$ cat config.mk
export PLATFORM = sky130hd
export DESIGN_NAME = fetch_pc_nested
export DESIGN_NICKNAME = d
export VERILOG_FILES = /design/src/rtl/fetch_pc_nested.sv
export SDC_FILE = /design/constraint.sdc
export NUM_CORES = 1
export LEC_CHECK = 0
export BUFFER_PORTS_ARGS = -buffer_cell sky130_fd_sc_hd__buf_2
export CAP_MARGIN = 20
export CELL_PAD_IN_SITES_DETAIL_PLACEMENT = 2
export CELL_PAD_IN_SITES_GLOBAL_PLACEMENT = 2
export CORE_ASPECT_RATIO = 1.4
export CORE_MARGIN = 10
export CORE_UTILIZATION = 35
export CTS_CLUSTER_SIZE = 28
export DETAILED_ROUTE_END_ITERATION = 6
export HOLD_SLACK_MARGIN = 0.15
export PLACE_DENSITY = 0.76
export SLEW_MARGIN = 10
export SYNTH_ARGS = -nofsm -noshare
export SYNTH_HDL_FRONTEND = slang
export SYNTH_SLANG_ARGS = --single-unit
$ cat constraint.sdc
create_clock -name clk -period 4.5 [get_ports clk]
set_input_delay 0.9 -clock clk [delete_from_list [all_inputs] [get_ports clk]]
set_output_delay 0.9 -clock clk [all_outputs]
set_load 0.03 [all_outputs]
$ cat src/rtl/fetch_pc_nested.sv
// Fetch PC unit: selects the next IF address from sequential, branch, redirect,
// interrupt and return sources, with a saved-PC stack for nested interrupts.
module fetch_pc_nested #(
  parameter int unsigned        ADDR_W     = 32,
  parameter int unsigned        INC        = 4,
  parameter logic [ADDR_W-1:0]  RESET_PC   = '0,
  parameter logic [ADDR_W-1:0]  VEC_BASE   = ADDR_W'('h100),
  parameter logic [ADDR_W-1:0]  VEC_STRIDE = ADDR_W'('h10),
  parameter int unsigned        NUM_IRQ    = 4,
  parameter int unsigned        NEST_DEPTH = 4
) (
  input  logic                              clk,
  input  logic                              rst_n,
  input  logic                              stall,
  input  logic [NUM_IRQ-1:0]                alert,
  input  logic                              branch_predict,
  input  logic                              branch_undo,
  input  logic                              pcr_take,
  input  logic                              pci_take,
  input  logic [ADDR_W-1:0]                 branch_pc,
  input  logic [ADDR_W-1:0]                 pc_not_taken,
  input  logic [ADDR_W-1:0]                 pcr,
  output logic [ADDR_W-1:0]                 mem_addr,
  output logic [ADDR_W-1:0]                 pc_plus_inc,
  output logic                              interrupt,
  output logic [NUM_IRQ-1:0]                irq_ack,
  output logic [$clog2(NEST_DEPTH+1)-1:0]   nest_level,
  output logic                              interrupt_mask,
  output logic                              flush,
  output logic                              stack_err
);

  localparam int unsigned LVL_W = $clog2(NEST_DEPTH + 1);
  localparam int unsigned IDX_W = (NUM_IRQ > 1) ? $clog2(NUM_IRQ) : 1;
  localparam int unsigned SP_W  = (NEST_DEPTH > 1) ? $clog2(NEST_DEPTH) : 1;

  logic [ADDR_W-1:0] pc;
  logic [ADDR_W-1:0] pc_inc;
  logic [ADDR_W-1:0] seq_pc;
  logic [ADDR_W-1:0] vec_pc;
  logic [ADDR_W-1:0] push_val;
  logic [ADDR_W-1:0] stack_top;
  logic [ADDR_W-1:0] pc_next;
  logic [IDX_W-1:0]  irq_idx;
  logic              stack_empty;
  logic              pop;
  logic              err_set;
  logic [ADDR_W-1:0] stack_mem [NEST_DEPTH];

  assign pc_inc         = pc + ADDR_W'(INC);
  assign pc_plus_inc    = pc_inc;
  assign seq_pc         = stall ? pc : pc_inc;
  assign interrupt_mask = (nest_level == LVL_W'(NEST_DEPTH));
  assign stack_empty    = (nest_level == '0);
  assign stack_top      = stack_mem[SP_W'(nest_level - LVL_W'(1))];

  // Lowest-numbered pending line wins.
  always_comb begin
    irq_idx = '0;
    for (int i = NUM_IRQ - 1; i >= 0; i--) begin
      if (alert[i]) irq_idx = IDX_W'(i);
    end
  end

  assign interrupt = (|alert) & ~interrupt_mask & ~stall &
                     ~branch_undo & ~pcr_take & ~pci_take;
  assign irq_ack   = interrupt ? (NUM_IRQ'(1) << irq_idx) : '0;
  assign vec_pc    = VEC_BASE + ADDR_W'(irq_idx) * VEC_STRIDE;
  // Return address is where fetch would have gone had the interrupt not hit.
  assign push_val  = branch_predict ? branch_pc : pc_inc;
  assign flush     = branch_undo | pcr_take | pci_take | interrupt;
  assign pop       = pci_take & ~branch_undo & ~pcr_take & ~stack_empty;
  assign err_set   = pci_take & ~branch_undo & ~pcr_take & stack_empty;

  always_comb begin
    pc_next = seq_pc;
    if (branch_undo)                 pc_next = pc_not_taken;
    else if (pcr_take)               pc_next = pcr;
    else if (pci_take)               pc_next = stack_empty ? RESET_PC : stack_top;
    else if (interrupt)              pc_next = vec_pc;
    else if (branch_predict && !stall) pc_next = branch_pc;
  end

  assign mem_addr = pc_next;

  always_ff @(posedge clk or negedge rst_n) begin
    if (!rst_n) begin
      pc         <= RESET_PC;
      nest_level <= '0;
      stack_err  <= 1'b0;
    end else begin
      pc <= pc_next;
      if (interrupt)    nest_level <= nest_level + LVL_W'(1);
      else if (pop)     nest_level <= nest_level - LVL_W'(1);
      if (err_set)      stack_err  <= 1'b1;
    end
  end

  // Stack contents need no reset; occupancy alone defines validity.
  always_ff @(posedge clk) begin
    if (interrupt) stack_mem[SP_W'(nest_level)] <= push_val;
  end

endmodule

==> summary.txt <==
Power
  – Maximum vdd drop: 0.000252 V
  – Switching pwr: 1.81 mW
  – Cell Int Power: 3.32 mW
  – Flop pwr share: 0.366
  – Lkg Pwr: 3.99 nW
  – PwrDens: 485 mW/mm²
  – Clock share of power: 0.295
  – Comb pwr share: 0.339
  – Switch share: 0.352
  – Power Total: 5.13 mW

Die
  – FP Rows: 67
  – Initial Util: 0.357
  – Die Span Y: 205 µm
  – IO Count: 182
  – Die footprint: 0.0313 mm²
  – Chip width: 152 µm
  – Core area: 0.0241 mm²

Synthesis
  – Post-synth EDFFs: 128
  – Synth top area share: 0.447
  – #FFs+latches synth: 164
  – Yosys warns: 0
  – Synth area leaders: edfxtp_1, dfrtp_1, mux4_2
  – Synth Flop Type: edfxtp_1
  – Synth unique cells: 64
  – Cell taking the most area after synthesis: edfxtp_1
  – Mapped Avg Cell Area: 12.3 µm²
  – Syn nets: 810
  – Top-count cell post-synth: edfxtp_1
  – Fraction of registers with async set/reset: 0.220
  – Synth Instances: 697
  – Sequential share of the synthesized area: 0.552
  – Post-synthesis cell area: 0.00859 mm²
  – Commonest cells in the netlist: edfxtp_1, nor2_1, nand2_1

Clocking
  – TritonCTS clock tree: built
  – CTS buffer count: 17
  – Post-CTS setup buffers: 0
  – Root Buffer: clkbuf_16
  – Post_cts resized: 0
  – Worst-Skew Late Latency: 440 ps
  – CTS H-tree depth: 4
  – Clock tree buffer depth: 2
  – Clk pin slew, worst setup/hold paths: 70 ps
  – Post-CTS Hold Buffers: 0
  – Clock sink count: 164

Detailed routing
  – Antenna viol nets, final: 0
  – 1st-pass router iterations: 5
  – DR WL/cell: 29.6 µm
  – Post-Route WL: 35500 µm
  – Via count of the routed design: 7196
  – Via density: 6.00
  – DRC: 0
  – First DRT Iteration DRCs: 594

Global route
  – All-Layer GR Usage: 0.224
  – Global-route wire length before repair: 53000 µm
  – Total grt overflow: 0
  – Vias in the first global route: 8226
  – Initial antenna violation count: 0
  – Largest net degree at the start of global routing: 42

Timing
  – Period minus WS final: 4140 ps
  – Worst clock skew: 12.6 ps
  – RSZ-0062 raised after global routing: false
  – Slew Limit Headroom: 0.469
  – Final Slew Violations: 0
  – Setup_tns: 0 ps
  – Setup Viol. Count Final: 0
  – Final hold vios: 0
  – Achievable Freq: 0.242 GHz
  – Period utilization: 0.920
  – Tightest Pin Transition: 797 ps
  – Final hold slack: 348 ps

Placement
  – Placed insts: 1167
  – Routability cong.: 0.813
  – # port buffers: 181
  – HPWL Detailed: 25500 µm

Worst setup path
  – Worst path required time: 3600 ps
  – Worst setup EP type: primary output
  – CP Launch Type: flop
  – Crit path DAT: 3240 ps
  – Reg2reg path depth: 5
  – Crit Path Category: flop to primary output
  – Crit Path Max Fanout: 8

Finish
  – Share of layout cells above drive strength 1: 0.358
  – Number of inserted diodes: 0
  – Layout net count: 990
  – Final std cells w/o fill: 1200
  – Syn-to-layout area delta: 23.1%

Worst hold path
  – Worst min-delay path category: input pin to async pin

Flow run
  – Max-cap viol count: 0

Outcome
  – Outcome: finished clean
==> layout make-up <==
class / instances / area, µm²
inverter: 26 / 97.6
multi-input combinational: 452 / 3540
sequential: 164 / 4750
clock buffer: 20 / 447
fill: 2489 / 13500
timing repair buffer: 216 / 1210
clock inverter: 12 / 154
tap: 310 / 388
==> through the flow <==
stage / setup WS, ps / utilization / instance area [µm²]
after global routing: 165 / 0.440 / 10600
after floorplan: 1.92 / - / 8590
after global placement: 646 / 0.413 / 9950
after detailed placement: 564 / 0.413 / 9950
after CTS: 164 / 0.438 / 10500
final: 360 / 0.440 / 10600
==> cells by family (layout without fill, tap and decap cells) <==
logic type / count (synthesis) / after routing / share of synthesized area
muxes: 54 / 54 / 0.113
buffers and inverters: 81 / 274 / 0.0377
DFF: 164 / 164 / 0.552
and+or+nand+nor: 194 / 194 / 0.123
AOI/OAI and AO/OA: 174 / 174 / 0.142
adders and majority gates: 6 / 6 / 0.00873
xor gates and xnor gates: 24 / 24 / 0.0245
==> power by group through the flow <==
stage                     Combinational, mW  Clock (mW)  Sequential [mW]
final                                  1.74        1.51             1.88
after global routing                   1.86        1.58             1.89
after CTS                              1.75        1.53             1.87
after detailed placement               1.73           0             1.90
after global placement                 1.69           0             1.90
after floorplan                        1.16           0             1.88
==> state kept, by name, indices dropped and copies added (netlist names) <==
| register | flops |
|---|---|
| nest_level | 3 |
| stack_err | 1 |
| pc | 32 |
| stack_mem | 128 |
==> critical path, stage by stage, from the launching register on <==
cell and delay (ps):
dfrtp_1 540, nand4_4 200, or4_1 780, nor4_1 520, xnor2_1 200, o21ai_0 300, buf_2 260
==> path summary, 6_finish.rpt <==
check	startpoint	slack, ps	to
max in group asynchronous	rst_n	3620	nest_level[0]$_DFFE_PN0P_
worst min-delay path	rst_n	350	pc[29]$_DFF_PN0_
worst max register to register	pc[6]$_DFF_PN0_	1380	stack_mem[2][28]$_DFFE_PP_
min in group clk	stack_err$_DFFE_PN0P_	550	stack_err$_DFFE_PN0P_
worst min register to register	stack_err$_DFFE_PN0P_	550	stack_err$_DFFE_PN0P_
worst max-delay path	pc[6]$_DFF_PN0_	360	mem_addr[28]
==> cells in the final DEF (no fill, tap or decap), drive strengths merged, types with 4 or more instances in the layout <==
cell type / instances
and2: 11
o221ai: 5
nor4: 10
nor2: 43
and3: 8
or4: 4
a21o: 4
a21oi: 31
ha: 6
buf: 216
a221oi: 10
xor2: 6
nor3: 22
o21a: 6
inv: 27
and4: 9
o31ai: 10
dfrtp: 36
nand2: 37
a221o: 9
clkbuf: 20
nand3: 12
o31a: 7
mux4: 32
nand2b: 11
a211oi: 4
clkinv: 5
or2: 7
o22ai: 21
xnor2: 18
a31oi: 11
mux2: 21
nand4: 9
edfxtp: 128
a22oi: 5
o21ai: 24
==> routing by layer <==
layer / share of wire / track usage
met5: 0 / 0
met4: 0.036 / 0.0952
met3: 0.057 / 0.0485
met2: 0.53 / 0.402
met1: 0.38 / 0.252
(Power assumes the default switching activity.)
